**src/rtl/seq_gen_pkg.sv**
```systemverilog
// Shared types and constants for the seq_gen serial sequence generator.
package seq_gen_pkg;

  typedef enum logic [1:0] {
    ST_IDLE  = 2'd0,
    ST_SHIFT = 2'd1,
    ST_GAP   = 2'd2
  } state_t;

  localparam logic [3:0] PATTERN = 4'b1010;
  localparam logic [7:0] CNT_SAT = 8'hFF;

endpackage

```
**src/rtl/seq_gen_pattern_cnt.sv**
```systemverilog
// Overlapping 1010 counter on the emitted serial stream, saturating at CNT_SAT.
module seq_gen_pattern_cnt
  import seq_gen_pkg::*;
(
  input  logic       clk,
  input  logic       reset,
  input  logic       bit_in,
  output logic [7:0] pattern_cnt
);

  logic [2:0] hist;
  logic       hit;

  // History is fed every cycle so idle/gap zeros count just as a detector sees them.
  always_comb begin
    hit = ({hist, bit_in} == PATTERN) && (pattern_cnt != CNT_SAT);
  end

  always_ff @(posedge clk) begin
    if (reset) begin
      hist        <= 3'b000;
      pattern_cnt <= 8'd0;
    end else begin
      hist <= {hist[1:0], bit_in};
      if (hit) pattern_cnt <= pattern_cnt + 8'd1;
    end
  end

endmodule

```
**src/rtl/seq_gen.sv**
```systemverilog
// Parallel-to-serial frame generator, MSB first, with idle gap between frames.
// Optional 1010 occurrence counter enabled by SEQ_GEN_PATTERN_CNT_EN.
module seq_gen
  import seq_gen_pkg::*;
#(
  parameter int WIDTH      = 8,
  parameter int GAP_CYCLES = 1
) (
  input  logic             clk,
  input  logic             reset,
  input  logic [WIDTH-1:0] data_in,
  input  logic             data_valid,
  output logic             data_ready,
  output logic             out_seq,
  output logic             out_valid,
  output logic             frame_done,
  output logic [7:0]       pattern_cnt,
  output state_t           dbg_state
);

  // Handshake: a word transfers on a rising edge where data_valid && data_ready.
  // data_ready depends only on registered state (and reset), never on data_valid.
  localparam int CW = (WIDTH > 1) ? $clog2(WIDTH) : 1;
  localparam logic [CW-1:0] LAST_BIT = CW'(WIDTH - 1);
  localparam logic [3:0]    GAP_LAST = 4'(GAP_CYCLES - 1);

  state_t            state, state_nxt;
  logic [WIDTH-1:0]  sr;
  logic [CW-1:0]     bit_cnt;
  logic [3:0]        gap_cnt;
  logic              last_bit;
  logic              load;

  always_comb begin
    state_nxt  = state;
    last_bit   = (state == ST_SHIFT) && (bit_cnt == LAST_BIT);
    data_ready = !reset && ((state == ST_IDLE) || ((GAP_CYCLES == 0) && last_bit));
    load       = data_valid && data_ready;
    out_valid  = (state == ST_SHIFT);
    out_seq    = (state == ST_SHIFT) && sr[WIDTH-1];
    frame_done = last_bit;
    case (state)
      ST_IDLE:  if (load) state_nxt = ST_SHIFT;
      ST_SHIFT: begin
        if (last_bit) begin
          if (GAP_CYCLES > 0) state_nxt = ST_GAP;
          else if (load)      state_nxt = ST_SHIFT;
          else                state_nxt = ST_IDLE;
        end
      end
      ST_GAP:   if (gap_cnt == GAP_LAST) state_nxt = ST_IDLE;
      default:  state_nxt = ST_IDLE;
    endcase
  end

  always_ff @(posedge clk) begin
    if (reset) begin
      state   <= ST_IDLE;
      sr      <= '0;
      bit_cnt <= '0;
      gap_cnt <= 4'd0;
    end else begin
      state <= state_nxt;
      if (load) begin
        sr      <= data_in;
        bit_cnt <= '0;
      end else if (state == ST_SHIFT) begin
        sr <= {sr[WIDTH-2:0], 1'b0};
        if (!last_bit) bit_cnt <= bit_cnt + 1'b1;
      end
      gap_cnt <= (state == ST_GAP) ? gap_cnt + 4'd1 : 4'd0;
    end
  end

  assign dbg_state = state;

`ifdef SEQ_GEN_PATTERN_CNT_EN
  seq_gen_pattern_cnt u_pattern_cnt (
    .clk         (clk),
    .reset       (reset),
    .bit_in      (out_seq),
    .pattern_cnt (pattern_cnt)
  );
`else
  assign pattern_cnt = 8'd0;
`endif

endmodule
```
**config.mk**
```make
export PLATFORM = sky130hd
export DESIGN_NAME = seq_gen
export DESIGN_NICKNAME = d
export VERILOG_FILES = /design/src/rtl/seq_gen_pkg.sv /design/src/rtl/seq_gen_pattern_cnt.sv /design/src/rtl/seq_gen.sv
export SDC_FILE = /design/constraint.sdc
export NUM_CORES = 1
export LEC_CHECK = 0
export ABC_AREA = 1
export CORE_ASPECT_RATIO = 1.25
export CORE_MARGIN = 2
export CORE_UTILIZATION = 46
export CTS_CLUSTER_SIZE = 40
export DETAILED_ROUTE_END_ITERATION = 8
export PLACE_DENSITY = 0.82
export SLEW_MARGIN = 20
export SYNTH_ARGS = -nofsm -noshare
export SYNTH_HDL_FRONTEND = slang
export SYNTH_HIERARCHICAL = 1
export SYNTH_SLANG_ARGS = --single-unit
```
**constraint.sdc**
```tcl
create_clock -name clk -period 1.4 [get_ports clk]
set_input_delay 0.28 -clock clk [delete_from_list [all_inputs] [get_ports clk]]
set_output_delay 0.28 -clock clk [all_outputs]
set_load 0.01 [all_outputs]
```
==> results of run 1 <==
==> through the flow <==
stage / worst slack (ns) / setup TNS [ns] / cell area (um^2) / hold WS (ns)
after detailed placement: -0.456 / -4.12 / 1120 / 0.463
final: -0.0752 / -0.0833 / 1290 / 0.381
after CTS: -0.120 / -0.272 / 1230 / 0.492
after floorplan: 0.0909 / 0 / 941 / 0.430
after global placement: -0.434 / -3.50 / 1120 / 0.441
after global routing: -0.122 / -0.249 / 1290 / 0.391
==> placed cells by master, fill, tap and decap left out, types with 5 or more instances in the layout <==
| cell | instances |
|---|---|
| nand2_1 | 29 |
| buf_4 | 15 |
| a21oi_1 | 14 |
| inv_1 | 13 |
| dfxtp_1 | 13 |
| nand3_1 | 12 |
| clkdlybuf4s50_1 | 9 |
| conb_1 | 8 |
| nand4_1 | 7 |
| buf_6 | 6 |
| nor2_1 | 5 |
==> logic make-up (layout without fill, tap and decap cells) <==
family | count (synthesis) | count (layout) | share of synthesized area [%]
AOI/OAI and AO/OA | 14 | 14 | 7.66
DFF | 17 | 17 | 37.2
xor gates and xnor gates | 1 | 1 | 0.958
and+or+nand+nor | 61 | 61 | 31.3
buffers and inverters | 29 | 56 | 17.0
other | 1 | 8 | 0.410
adders and majority gates | 4 | 4 | 5.47
==> how the worst max path moves through the flow <==
stage,start,to,slack (ns),cells after the start
global placement,reset,data_ready,-0.43,3
finish,dbg_state[0],frame_done,-0.08,6
CTS,dbg_state[0],out_valid,-0.12,4
global route,dbg_state[0],frame_done,-0.12,6
detailed placement,reset,data_ready,-0.46,3
floorplan,dbg_state[0],out_seq,0.09,5
==> power by group through the flow <==
stage	Sequential, uW	Clock [uW]	Combinational (uW)
finish	517	268	215
global route	520	306	238
CTS	516	275	198
detailed placement	526	0	184
global placement	526	0	181
floorplan	527	0	118
==> cells in the mapped netlist <==
cell / n / area (um^2)
inv_2: 3 / 11.3
buf_4: 8 / 60.1
nor2_1: 5 / 18.8
nor2_2: 1 / 6.26
clkbuf_1: 1 / 3.75
xnor2_1: 1 / 8.76
nand2_2: 1 / 6.26
nand3_1: 12 / 60.1
or2_0: 1 / 6.26
nor3_1: 1 / 5.00
buf_6: 2 / 22.5
dfxtp_1: 17 / 340
nor2_4: 1 / 11.3
inv_1: 14 / 52.6
conb_1: 1 / 3.75
clkbuf_2: 1 / 5.00
nand2_1: 30 / 113
ha_1: 4 / 50.1
or2_2: 1 / 6.26
a21oi_1: 14 / 70.1
nand3_2: 1 / 10.0
nand4_1: 7 / 43.8
==> critical path, stage by stage, from the launching register on <==
cell     delay (ns)
dfxtp_4        0.40
inv_4          0.05
nor2_4         0.13
buf_6          0.13
nand2_4        0.04
inv_2          0.05
buf_6          0.09
==> registers in the layout, indices dropped and copies added, names as in the netlist <==
register   flops
gap_cnt        4
dbg_state      2
sr             8
bit_cnt        3
==> repair_timing <==
item | in CTS | in global routing
buffers inserted | 5 | 3
pin swaps | 2 | 6
endpoints found under the setup margin | 6 | 16
gates resized for setup | 29 | 17
==> final cells by class <==
type                            instances  area, um^2  share of cell area (%)
Multi-Input combinational cell         88         507                    39.3
Sequential cell                        17         350                    27.2
Timing Repair Buffer                   35         313                    24.3
Inverter                               17        66.3                    5.15
Tap cell                               20        25.0                    1.94
Clock buffer                            3        22.5                    1.75
Clock inverter                          1        5.00                   0.388
==> layer usage <==
layer	wire (um)	vias to the layer above	GRT usage [%]
li1	-	459	-
met1	885	423	21.5
met2	1130	18	36.8
met3	82	6	3.36
met4	42	0	11.1
met5	0	-	0
==> reports/metrics.yaml, run 1 <==
die:
  die_w_um: 43.9
  pin_count: 25
  die_h_um: 53.9
  core_um2: 1940
  initial_utilization_pct: 47.2
  rows: 18
  die-area_um2: 2360
setup_path:
  crit_type: "flip-flop to output pin"
  crit_path_max_fanout: 3
  cp.required_ns: 1.12
  endpoint_kind: "output pin"
  cp-start-kind: "flip-flop"
  r2r_setup_slack_ns: 0.12
  worstRegToRegCells: 9
  cp.arrival_ns: 1.20
  r2r_end: "sr[1]"
  r2r-start: "dbg_state[0]"
sta:
  finalMaxSlewViolations: 0
  skew_ns: 0.0168
  min_period_ns: 1.48
  hold_viol_final: 0
  fmax_mhz: 678
  fin_crit_sh_pct: 105
  setup_slack_ns: -0.0752
  finalSetupViolCount: 2
  rsz0062_at_grt: "yes"
pwr:
  swShare_pct: 28.5
  pwr-share-seq_pct: 51.7
  internal_power_uw: 714
  total_leakage_power_uw: 0.000606
  p_comb_share_pct: 21.5
  ir_drop_mv: 0.636
  power_uw: 999
  switchingPower_uw: 285
  powerDensity_nw_per_um2: 776
  power.share.clock_pct: 26.8
cells_and_area:
  num-fill-cells: 154
  antenna_cells: 0
  syn_to_final_growth_pct: 40.9
  nets: 177
  drive_gt1_share_pct: 27.3
  final_core_util_pct: 66.5
  final_cells: 181
cts:
  cts_tree: "yes"
  cts_buffers: 3
  cts_hold_buf: 0
  clk_path_buf_depth: 2
  clk_transition_reported_paths_ns: 0.11
  cts-root-buf: "clkbuf_4"
  clkLatencyLatePin_ns: 0.30
  cts_sinks: 17
  htreeDepth: 1
global_routing:
  antenna_found_initial: 0
  grt_pass1_wl_mm: 3.46
  grt_pass1_vias: 836
  grt_usage_pct: 20.0
  gr-total-overflow: 0
  grt_max_degree: 18
worst_hold_path:
  hp-start: "reset"
  whs_endpoint: "sr[0]"
  hp-class: "input pin to flip-flop"
  holdPathStages: 4
run_status:
  failed_checks: "setup timing"
  status: "finished, violations left"
placed_design:
  post-place-cells: 170
  io_buffer_count: 16
  gp_congestion: 0.798
  hpwl_mm: 1.32
route:
  vias: 906
  vias_per_cell: 5.01
  wl_mm: 2.14
  ant_nets: 0
  drc_errors: 0
  drt_iter0_markers: 18
  dr.pass1.iters: 4
  wire_per_inst_um: 11.8
logic_synthesis:
  syn_area_per_cell_um2: 7.20
  synth_cell_types: 22
  syn_inst: 127
  seq_area_frac_synth_pct: 37.2
  synth_seq_cells: 17
  yosys_warnings: 6
  syn_area_um2: 915
flow_run:
  drv_cap: 0
Power figures use the tool's default switching activity.
==> run 2, diff against run 1 <==
--- a/config.mk
+++ b/config.mk
@@ -6,7 +6,6 @@
 export NUM_CORES = 1
 export LEC_CHECK = 0
 export ABC_AREA = 1
-export CORE_ASPECT_RATIO = 1.25
 export CORE_MARGIN = 2
 export CORE_UTILIZATION = 46
 export CTS_CLUSTER_SIZE = 40
==> run 2 against run 1 <==
Via count is 1.3% higher. Clock power increased by 6%. The flow still finishes with violations (setup timing). Largest cell class unchanged. Combinational power about the same. Largest power group unchanged. Critical path type unchanged. Hold slack gained 0.10 ns. Global-route usage down 1.2 points. Maximum frequency grew 0.32%. Non-clock buffer count up 2. Final area shrank 0.49%. Wire length increased by 0.23%. Register-to-register slack worse by 0.09 ns.
==> reports/metrics.yaml, run 2 (same netlist as run 1, synthesis figures left out) <==
cells_and_area:
  syn_to_final_growth_pct: 40.2
  largest_reg_flops: 8
  stdcell_area_um2: 1280
  nets: 179
  final_cell_mix: "nand2_1 (29), buf_4 (19), inv_1 (14), a21oi_1 (14), dfxtp_1 (14)"
  regMostFlops: "sr"
  final_common_cell: "nand2_1"
  antenna_cells: 0
  drive_gt1_share_pct: 26.4
  top_regs: "sr (8), gap_cnt (4), bit_cnt (3)"
  num-fill-cells: 146
placed_design:
  hpwl_mm: 1.40
  place_ws_ns: -0.385
  dpl-instance-area_um2: 1140
  io_buffer_count: 16
  gp_congestion: 0.770
run_status:
  failed_checks: "setup timing"
  status: "finished, violations left"
setup_path:
  setup.worst_path.end: "frame_done"
  r2r-start: "dbg_state[0]"
  r2r_setup_slack_ns: 0.03
  crit_type: "flip-flop to output pin"
  cp.required_ns: 1.12
  endpoint_kind: "output pin"
  worstRegToRegCells: 8
  cp.arrival_ns: 1.19
  cp-start-kind: "flip-flop"
  r2r_end: "bit_cnt[0]"
  crit_path_max_fanout: 2
  setup.worst_path.start: "bit_cnt[1]"
die:
  die-area_um2: 2360
  pin_count: 25
  die_w_um: 48.6
  core_um2: 1920
  initial_utilization_pct: 47.6
  rows: 16
  die_h_um: 48.6
route:
  drc_errors: 0
  dr.pass1.iters: 4
  wire_per_inst_um: 11.3
  drt_iter0_markers: 15
  wl_mm: 2.15
  vias: 918
  vias_per_cell: 4.83
  ant_nets: 0
flow_run:
  drv_cap: 0
cts:
  cts_buffers: 3
  clk_path_buf_depth: 2
  cts_hold_buf: 0
  cts_sinks: 17
  cts_tree: "yes"
  clk_transition_reported_paths_ns: 0.10
  clkLatencyLatePin_ns: 0.30
  cts-root-buf: "clkbuf_4"
  htreeDepth: 1
pwr:
  ir_drop_mv: 0.611
  total_leakage_power_uw: 0.000596
  powerDensity_nw_per_um2: 791
  power_uw: 1010
global_routing:
  grt_pass1_wl_mm: 3.43
  antenna_found_initial: 0
  grt_usage_pct: 18.8
  grt_pass1_vias: 813
  grt_max_degree: 18
  gr-total-overflow: 0
sta:
  fin_crit_sh_pct: 105
  rsz0062_at_grt: "yes"
  min_period_ns: 1.47
  fmax_mhz: 680
  setup_slack_ns: -0.0706
  skew_ns: 0.000735
  hold_viol_final: 0
  finalMaxSlewViolations: 0
  finalSetupViolCount: 2
worst_hold_path:
  hp-class: "flip-flop to flip-flop"
-- run 2: changes by cell type in the layout (fill, tap and decap cells not counted), moves of 2 or more --
cell,before,now
buf_4,15,19
buf_6,6,3
nand2_2,0,2
nand2_4,2,0
-- run 2: area by class of cell --
cell class	instances	area, um^2	area share [%]
multi-input combinational	88	497	38.7
sequential	17	349	27.2
timing repair buffer	37	310	24.2
inverter	17	66.3	5.17
tap	27	33.8	2.63
clock buffer	4	26.3	2.05
-- run 2: critical path, stage by stage (launching register included) --
cell and delay (ns):
dfxtp_1 0.35, ha_4 0.17, ha_4 0.16, nand2_2 0.06, inv_1 0.03, buf_2 0.13
-- run 2: power breakdown --
part / total [uW] / internal, uW / switching (uW) / leakage (uW)
clock network: 284 / 111 / 173 / 0.0000150
logic: 213 / 106 / 107 / 0.000441
registers: 517 / 503 / 14.0 / 0.000140
total: 1010 / 720 / 294 / 0.000596
-- run 2: per-stage QoR --
stage	TNS, ns	cells	hold WS, ns	util, %
final	-0.0964	190	0.485	66.7
after global routing	-0.329	190	0.516	66.7
after CTS	-0.128	186	0.481	64.5
after detailed placement	-3.48	178	0.464	59.4
after global placement	-2.94	178	0.441	59.4
after floorplan	0	134	0.430	-
-- run 2: routing by layer --
metal / track usage [%] / up-vias / wire length, um
li1: - / 468 / -
met1: 18.9 / 409 / 871
met2: 35.9 / 35 / 1130
met3: 4.01 / 6 / 108
met4: 10.0 / 0 / 39
met5: 0 / - / 0
-- run 2: what timing repair did --
action                                  in CTS  in global routing
cloned                                       0                  0
gates resized for setup                     34                  3
endpoints found under the setup margin       6                 15
setup buffers                                4                  4
pin swaps                                    2                  4
-- run 2: how the worst min path moves through the flow --
stage / start / end / slack (ns) / depth (start not counted)
2_1_floorplan: gap_cnt[0] / gap_cnt[0] / 0.43 / 1
3_3_place_gp: gap_cnt[0] / gap_cnt[0] / 0.44 / 1
3_5_place_dp: bit_cnt[1] / bit_cnt[1] / 0.46 / 2
4_1_cts: gap_cnt[3] / gap_cnt[3] / 0.48 / 2
5_1_grt: gap_cnt[0] / gap_cnt[0] / 0.52 / 1
6_report: gap_cnt[3] / gap_cnt[3] / 0.49 / 2
==> run 3, diff against run 2 <==
--- a/config.mk
+++ b/config.mk
@@ -8,7 +8,6 @@
 export ABC_AREA = 1
 export CORE_MARGIN = 2
 export CORE_UTILIZATION = 46
-export CTS_CLUSTER_SIZE = 40
 export DETAILED_ROUTE_END_ITERATION = 8
 export PLACE_DENSITY = 0.82
 export SLEW_MARGIN = 20
==> results of run 3 <==
Same layout as run 2: the final DEF is identical, and so are final timing and power.
